**src/rtl/trng_fifo_ctrl.sv**
```systemverilog
// trng_fifo_ctrl: discards a warm-up run of TRNG bits, packs accepted bits
// LSB-first into 32-bit words for the word FIFO (counting drops when full),
// and moves FIFO words to the host through a valid/ready output register.
//
// Fill FSM
//   state     | meaning
//   S_IDLE    | collection disabled, all fill counters cleared
//   S_WARMUP  | counting bit_valid bits that are thrown away
//   S_COLLECT | shifting accepted bits into the word
//
// Read FSM
//   state     | meaning
//   R_IDLE    | waiting for the FIFO to hold a word
//   R_ISSUE   | fifo_rd_en high for this single cycle
//   R_WAIT    | FIFO read data valid, captured into m_data at the edge
//   R_HOLD    | m_valid high, waiting for the host handshake
module trng_fifo_ctrl #(
   parameter int WARMUP = 64,
   parameter int CNT_W  = 8
) (
   input  logic             i_clk,
   input  logic             i_rst_n,
   input  logic             i_enable,
   input  logic             i_bit_valid,
   input  logic             i_bit_in,
   input  logic             i_health_fail,
   input  logic             i_ovf_clr,
   output logic             o_fifo_wr_en,
   output logic [31:0]      o_fifo_wr_data,
   input  logic             i_fifo_full,
   output logic             o_fifo_rd_en,
   input  logic [31:0]      i_fifo_rd_data,
   input  logic             i_fifo_empty,
   output logic             o_m_valid,
   output logic [31:0]      o_m_data,
   input  logic             i_m_ready,
   output logic             o_collecting,
   output logic             o_overflow,
   output logic [CNT_W-1:0] o_drop_cnt
);

   typedef enum logic [1:0] {S_IDLE, S_WARMUP, S_COLLECT} fill_t;
   typedef enum logic [1:0] {R_IDLE, R_ISSUE, R_WAIT, R_HOLD} rd_t;

   localparam logic [15:0]      WARM_LAST = 16'(WARMUP - 1);
   localparam logic [CNT_W-1:0] CNT_MAX   = '1;

   fill_t       r_fill, w_fill_next;
   rd_t         r_rd, w_rd_next;
   logic [31:0] r_shift;
   logic [4:0]  r_bit_cnt;
   logic [15:0] r_warm_cnt;

   logic        w_restart;
   logic        w_warm_bit;
   logic        w_warm_done;
   logic        w_accept;
   logic        w_word_done;
   logic        w_drop;
   logic [31:0] w_word;

   // enable low outranks health_fail; both clear the partial word and counters
   assign w_restart   = !i_enable || i_health_fail;
   assign w_warm_bit  = (r_fill == S_WARMUP) && i_bit_valid && !w_restart;
   assign w_warm_done = w_warm_bit && (r_warm_cnt == WARM_LAST);
   assign w_accept    = (r_fill == S_COLLECT) && i_bit_valid && !w_restart;
   assign w_word_done = w_accept && (r_bit_cnt == 5'd31);
   assign w_drop      = w_word_done && i_fifo_full;
   // shift right so the first accepted bit ends up in bit 0 after 32 shifts
   assign w_word      = {i_bit_in, r_shift[31:1]};
   assign o_fifo_rd_en = (r_rd == R_ISSUE);

   // state registers for both FSMs
   always_ff @(posedge i_clk) begin
      if (!i_rst_n) begin
         r_fill <= S_IDLE;
         r_rd   <= R_IDLE;
      end else begin
         r_fill <= w_fill_next;
         r_rd   <= w_rd_next;
      end
   end

   // fill FSM next state
   always_comb begin
      w_fill_next = r_fill;
      if (!i_enable) begin
         w_fill_next = S_IDLE;
      end else begin
         case (r_fill)
            S_IDLE:    w_fill_next = S_WARMUP;
            S_WARMUP:  if (w_warm_done) w_fill_next = S_COLLECT;
            S_COLLECT: if (i_health_fail) w_fill_next = S_WARMUP;
            default:   w_fill_next = S_IDLE;
         endcase
      end
   end

   // read FSM next state
   always_comb begin
      w_rd_next = r_rd;
      case (r_rd)
         R_IDLE:  if (!i_fifo_empty) w_rd_next = R_ISSUE;
         R_ISSUE: w_rd_next = R_WAIT;
         R_WAIT:  w_rd_next = R_HOLD;
         R_HOLD:  if (o_m_valid && i_m_ready) w_rd_next = R_IDLE;
         default: w_rd_next = R_IDLE;
      endcase
   end

   // warm-up counting, word packing and FIFO write strobe
   always_ff @(posedge i_clk) begin
      if (!i_rst_n) begin
         r_shift        <= '0;
         r_bit_cnt      <= '0;
         r_warm_cnt     <= '0;
         o_fifo_wr_en   <= 1'b0;
         o_fifo_wr_data <= '0;
         o_collecting   <= 1'b0;
      end else begin
         o_fifo_wr_en <= w_word_done && !i_fifo_full;
         o_collecting <= (w_fill_next == S_COLLECT);
         if (w_word_done) o_fifo_wr_data <= w_word;
         if (w_restart) begin
            r_shift    <= '0;
            r_bit_cnt  <= '0;
            r_warm_cnt <= '0;
         end else begin
            if (w_warm_bit) r_warm_cnt <= w_warm_done ? 16'd0 : r_warm_cnt + 16'd1;
            if (w_accept) begin
               r_shift   <= w_word;
               r_bit_cnt <= r_bit_cnt + 5'd1;
            end
         end
      end
   end

   // sticky overflow and saturating drop counter; a drop beats a same-cycle clear
   always_ff @(posedge i_clk) begin
      if (!i_rst_n) begin
         o_overflow <= 1'b0;
         o_drop_cnt <= '0;
      end else if (w_drop) begin
         o_overflow <= 1'b1;
         if (i_ovf_clr)                o_drop_cnt <= CNT_W'(1);
         else if (o_drop_cnt != CNT_MAX) o_drop_cnt <= o_drop_cnt + CNT_W'(1);
      end else if (i_ovf_clr) begin
         o_overflow <= 1'b0;
         o_drop_cnt <= '0;
      end
   end

   // host output register, loaded from the registered FIFO read data
   always_ff @(posedge i_clk) begin
      if (!i_rst_n) begin
         o_m_valid <= 1'b0;
         o_m_data  <= '0;
      end else if (r_rd == R_WAIT) begin
         o_m_valid <= 1'b1;
         o_m_data  <= i_fifo_rd_data;
      end else if (r_rd == R_HOLD && o_m_valid && i_m_ready) begin
         o_m_valid <= 1'b0;
      end
   end

endmodule
```
**config.mk**
```make
export PLATFORM = sky130hd
export DESIGN_NAME = trng_fifo_ctrl
export DESIGN_NICKNAME = d
export VERILOG_FILES = /design/src/rtl/trng_fifo_ctrl.sv
export SDC_FILE = /design/constraint.sdc
export NUM_CORES = 1
export LEC_CHECK = 0
export BUFFER_PORTS_ARGS = -buffer_cell sky130_fd_sc_hd__buf_2
export CORE_MARGIN = 2
export CORE_UTILIZATION = 48
export DETAILED_ROUTE_END_ITERATION = 6
export PLACE_DENSITY = 0.85
export SLEW_MARGIN = 5
export SYNTH_ARGS = -nofsm -noshare
export SYNTH_HDL_FRONTEND = slang
export SYNTH_SLANG_ARGS = --single-unit
export TNS_END_PERCENT = 50
```
**constraint.sdc**
```tcl
create_clock -name i_clk -period 2 [get_ports i_clk]
set_input_delay 0.1 -clock i_clk [delete_from_list [all_inputs] [get_ports i_clk]]
set_output_delay 0.1 -clock i_clk [all_outputs]
set_load 0.03 [all_outputs]
```
* After elaboration in Yosys (flattened, before gate mapping)
Cells that the tools add are included.
Word-level totals: output and inout bits 77, flip-flop bits (word level) 133, word-level logic and storage cells 66
Cells by class: equality and inequality tests 11, add/subtract/negate cells 3, reduce and logical (&&, ||, !) cells 23, bitwise logic cells 1, multiplexer cells 16
Operators with widths (count):
- $mux W8 | 4
- $add A16 B1 Y16 const B | 1
- $eq A16 B6 Y1 const B | 1
- $mux W16 | 1
- $logic_and A1 B1 Y1 | 11
- $mux W2 | 5
- $add A8 B1 Y8 const B | 1
- $eq A2 B2 Y1 const B | 4
- $ne A8 B8 Y1 const B | 1
- $pmux W2 S4 | 1
- $pmux W2 S3 | 1
- $reduce_bool A2 Y1 | 3
- $add A5 B1 Y5 const B | 1
- $eq A5 B5 Y1 const B | 1
- $eq A2 B1 Y1 const B | 2
- $logic_not A2 Y1 | 2
- $mux W1 | 4
- $ne A2 B2 Y1 const B | 2
- $reduce_and A2 Y1 | 2
- $logic_not A1 Y1 | 3
- $reduce_or A2 Y1 | 1
- $logic_or A1 B1 Y1 | 1
- $not A1 Y1 | 1

* Depth between registers and ports, before layout
depth after elaboration 9, depth in mapped cells 8

* Least setup slack after synthesis
OpenSTA, ideal clock, no wires.
path type flip-flop to flip-flop, from register r_bit_cnt[0], to register o_drop_cnt[5], buffers on the path 1, required time 1930 ps, clock period less this slack 2020 ps, arrival time 1950 ps, cell stages (with the launch flop) 9, slack -20 ps, library setup time 70 ps, path through dfxtp_1 ha_1 and3_1 ha_1 nand2_1 or3_1 buf_2 or4_1 a21oi_1
Between the ends: word-level cells in the longest chain between the ends 5
Ends and longest elaborated chain:
- start, declared | line 51 | logic [4:0] r_bit_cnt;
- start signal, assigned | line 132 | r_bit_cnt <= r_bit_cnt + 5'd1;
- $eq A5 B5 Y1 * | line 67 | assign w_word_done = w_accept && (r_bit_cnt == 5'd31);
- $logic_and A1 B1 Y1 * | line 67
- $logic_and A1 B1 Y1 * | line 68 | assign w_drop = w_word_done && i_fifo_full;
- $reduce_bool A2 Y1 (no line)
- $reduce_and A2 Y1 (no line)
- end signal, assigned | line 146 | else if (o_drop_cnt != CNT_MAX) o_drop_cnt <= o_drop_cnt + CNT_W'(1);
- end, declared | line 39 | output logic [CNT_W-1:0] o_drop_cnt
Mark *: on every way between the ends. The rest lies on a longest branch, timed or not. A chain may end at the register's enable or synchronous reset.

* Worst setup path after layout
Ends and elaborated chain as after synthesis.

==> results.yml <==
run_status:
  status: "finished clean"
yosys:
  synth.top_cell.area_share_pct: 50.9
  async_reset_ff_share_pct: 0
  yosys.area.top_type: "dfxtp_1"
  synth-seq-area-share_pct: 50.9
  ys_ff_latch: 132
  synth_edf_count: 0
  synth_area_sq_um: 5190
  synth.avg_cell_area_sq_um: 8.83
  synth_cells: 588
  yosys-top-cells-area: "dfxtp_1 (51%), nand2_1 (10%), mux2i_1 (6.7%)"
  synth_nets: 639
  yosys_warnings: 0
  synth_flop_cell: "dfxtp_1"
  yosysUniqueCellTypes: 47
power:
  p_total_mw: 7.43
  cellPowerDensity_nw_per_um2: 1040
  ir_drop_mv: 0.832
  leakage_nw: 2.78
clock_network:
  clkSinkCount: 132
  clkTransAtPathRegs_ns: 0.06
  numCtsBuffers: 17
  clockRootBuffer: "clkbuf_8"
  cts_tree: "done"
  cts-htree-levels: 4
  clock_path_buffers: 2
  clk_latency_ns: 0.51
global_route:
  grt_pass1_vias: 4720
  antenna_found_initial: 0
  grt_usage_pct: 23.7
  grt_max_degree: 37
  grt_overflow: 0
  grt_first_pass_wirelength_microns: 21900
die:
  rows: 37
  die-area_sq_um: 11700
  fp.dieW_microns: 108
  initial_utilization_pct: 49.8
  die_height_microns: 108
  coreArea_sq_um: 10400
  io-pin-count: 119
worst_hold_path:
  hold_path.class: "in2reg"
  min_from: "i_fifo_empty"
  min_path_cells: 3
  whs_endpoint: "r_rd[0]"
worst_setup_path:
  endpoint_kind: "flop"
  worstSetupStartpointType: "flop"
  crit_type: "reg2reg"
  rr_worst_depth: 8
  cp.arrival_ns: 2.38
  crit_fanout: 5
  r2r-end: "o_drop_cnt[5]"
  required_ns: 2.39
  rrSetupSlack_ns: 0.01
  r2r-start: "r_bit_cnt[0]"
finish:
  final_common_cell: "nand2_1"
  area_growth_pct: 37.7
  n_antenna_cell: 0
  multi_input_area_sq_um: 2480
  nets: 807
  final_cell_mix: "nand2_1 (145), dfxtp_1 (128), buf_2 (118)"
  filler_cell_count: 763
  drive_gt1_share_pct: 26.1
  regArea_sq_um: 2650
sta:
  hold_ws_ns: 0.0256
  tightest_slew_ns: 0.480
  hold_viol_final: 0
  slew_headroom_pct: 67.7
  setup_violations: 0
  fmax_mhz: 503
  finalClockSkew_ns: 0.00808
  fin_crit_sh_pct: 99.4
  grt_setup_unrepaired: "true"
  layout_min_cycle_time_ns: 1.99
  slew_violations: 0
run:
  max_cap_viol_count: 0
detailed_routing:
  via_per_inst: 5.33
  routed_wl_microns: 14100
  dr.pass1.iters: 6
  vias: 4827
  drtIter0Drc: 358
  drc: 0
  wire_per_inst_microns: 15.5
  final_antenna_net_count: 0
placement:
  dpl.hpwl_microns: 8320
  gp_congestion: 0.837
  place.port_buffers: 118
## synth_stat cells, drive strengths merged (2+ instances only)
master  count
a211oi      4
a21boi     33
a21oi      44
a31o        2
and2        2
and3        5
and4        3
buf         3
clkbuf     31
dfxtp     132
ha          9
inv         6
mux2i      35
nand2     145
nand2b      4
nand3       9
nand4       8
nand4b      3
nor2       50
nor2b       4
nor3       10
nor4        4
o31ai       4
or4         7
xnor2      11
xor2        2
## worst max-delay path by stage
stage | from | end | slack [ns]
6_report | r_bit_cnt[0] | o_drop_cnt[5] | 0.01
3_3_place_gp | r_warm_cnt[1] | r_warm_cnt[11] | 0.005
3_5_place_dp | r_warm_cnt[1] | r_warm_cnt[6] | -0.04
2_1_floorplan | r_bit_cnt[1] | o_drop_cnt[4] | 0.001
5_1_grt | r_bit_cnt[0] | o_drop_cnt[4] | -0.04
4_1_cts | r_bit_cnt[0] | o_drop_cnt[3] | 0.004
## final cells by class
type,count,share of cell area [%]
well taps,136,2.38
clock inverters,13,2.87
repair buffers,182,16.5
flip-flops and latches,132,37.0
clock buffers,19,6.18
inverters,7,0.368
multi-input cells,416,34.6
## per-stage QoR
stage	instances	util [%]	cell area (sq um)	TNS [ns]	setup WS (ns)
6_report	905	68.6	7150	0	0.0116
5_1_grt	905	68.6	7150	-0.135	-0.0361
4_1_cts	903	67.8	7070	0	0.00374
3_5_place_dp	832	57.8	6020	-0.383	-0.0377
3_3_place_gp	832	57.8	6020	0	0.00467
2_1_floorplan	588	-	5210	0	0.00134
## logic make-up (layout without fill, tap and decap cells)
kind of cell,Yosys count,after routing,synth area share [%]
and+or+nand+nor,263,263,22.9
buffers and inverters,41,221,3.18
adders and majority gates,9,9,2.17
xor gates and xnor gates,13,13,2.19
AOI/OAI and AO/OA,95,96,12.0
muxes,35,35,6.75
DFF,132,132,50.9
## state kept, by name, indices dropped and copies added, names as in the netlist
signal          count
r_bit_cnt           5
o_drop_cnt          8
o_fifo_wr_data     32
r_fill              2
r_shift            31
r_rd                2
o_m_valid           1
o_m_data           32
o_collecting        1
o_overflow          1
o_fifo_wr_en        1
r_warm_cnt         16
## where the power goes
| group | leakage, nW | switching (mW) | internal (mW) |
|---|---|---|---|
| registers | 1.07 | 0.0926 | 2.78 |
| clock network | 0.310 | 1.12 | 2.21 |
| logic | 1.40 | 0.740 | 0.487 |
## timing repair
| action | CTS | global route |
|---|---|---|
| setup buffers | 0 | 2 |
| setup endpoints to repair | 14 | 10 |
| pin swaps | 1 | 9 |
| cloned | 1 | 0 |
| hold buffers | 38 | 0 |
| endpoints found under the hold margin | 42 | 0 |
| resized for setup | 2 | 15 |
## routing by layer
metal / vias to the layer above / wire length (microns) / global-route usage, %
li1: 2333 / - / -
met1: 2276 / 5700 / 26.5
met2: 191 / 7240 / 43.0
met3: 27 / 891 / 7.05
met4: 0 / 228 / 7.33
met5: - / 0 / 0
## critical path, cell delays in order (launching register included)
cell and delay (ns):
dfxtp_2 0.36, ha_4 0.14, and3_4 0.17, ha_2 0.17, nand2_1 0.07, or3_4 0.42
buf_4 0.16, o31ai_1 0.28, a21oi_1 0.10
(Power assumes the default switching activity.)
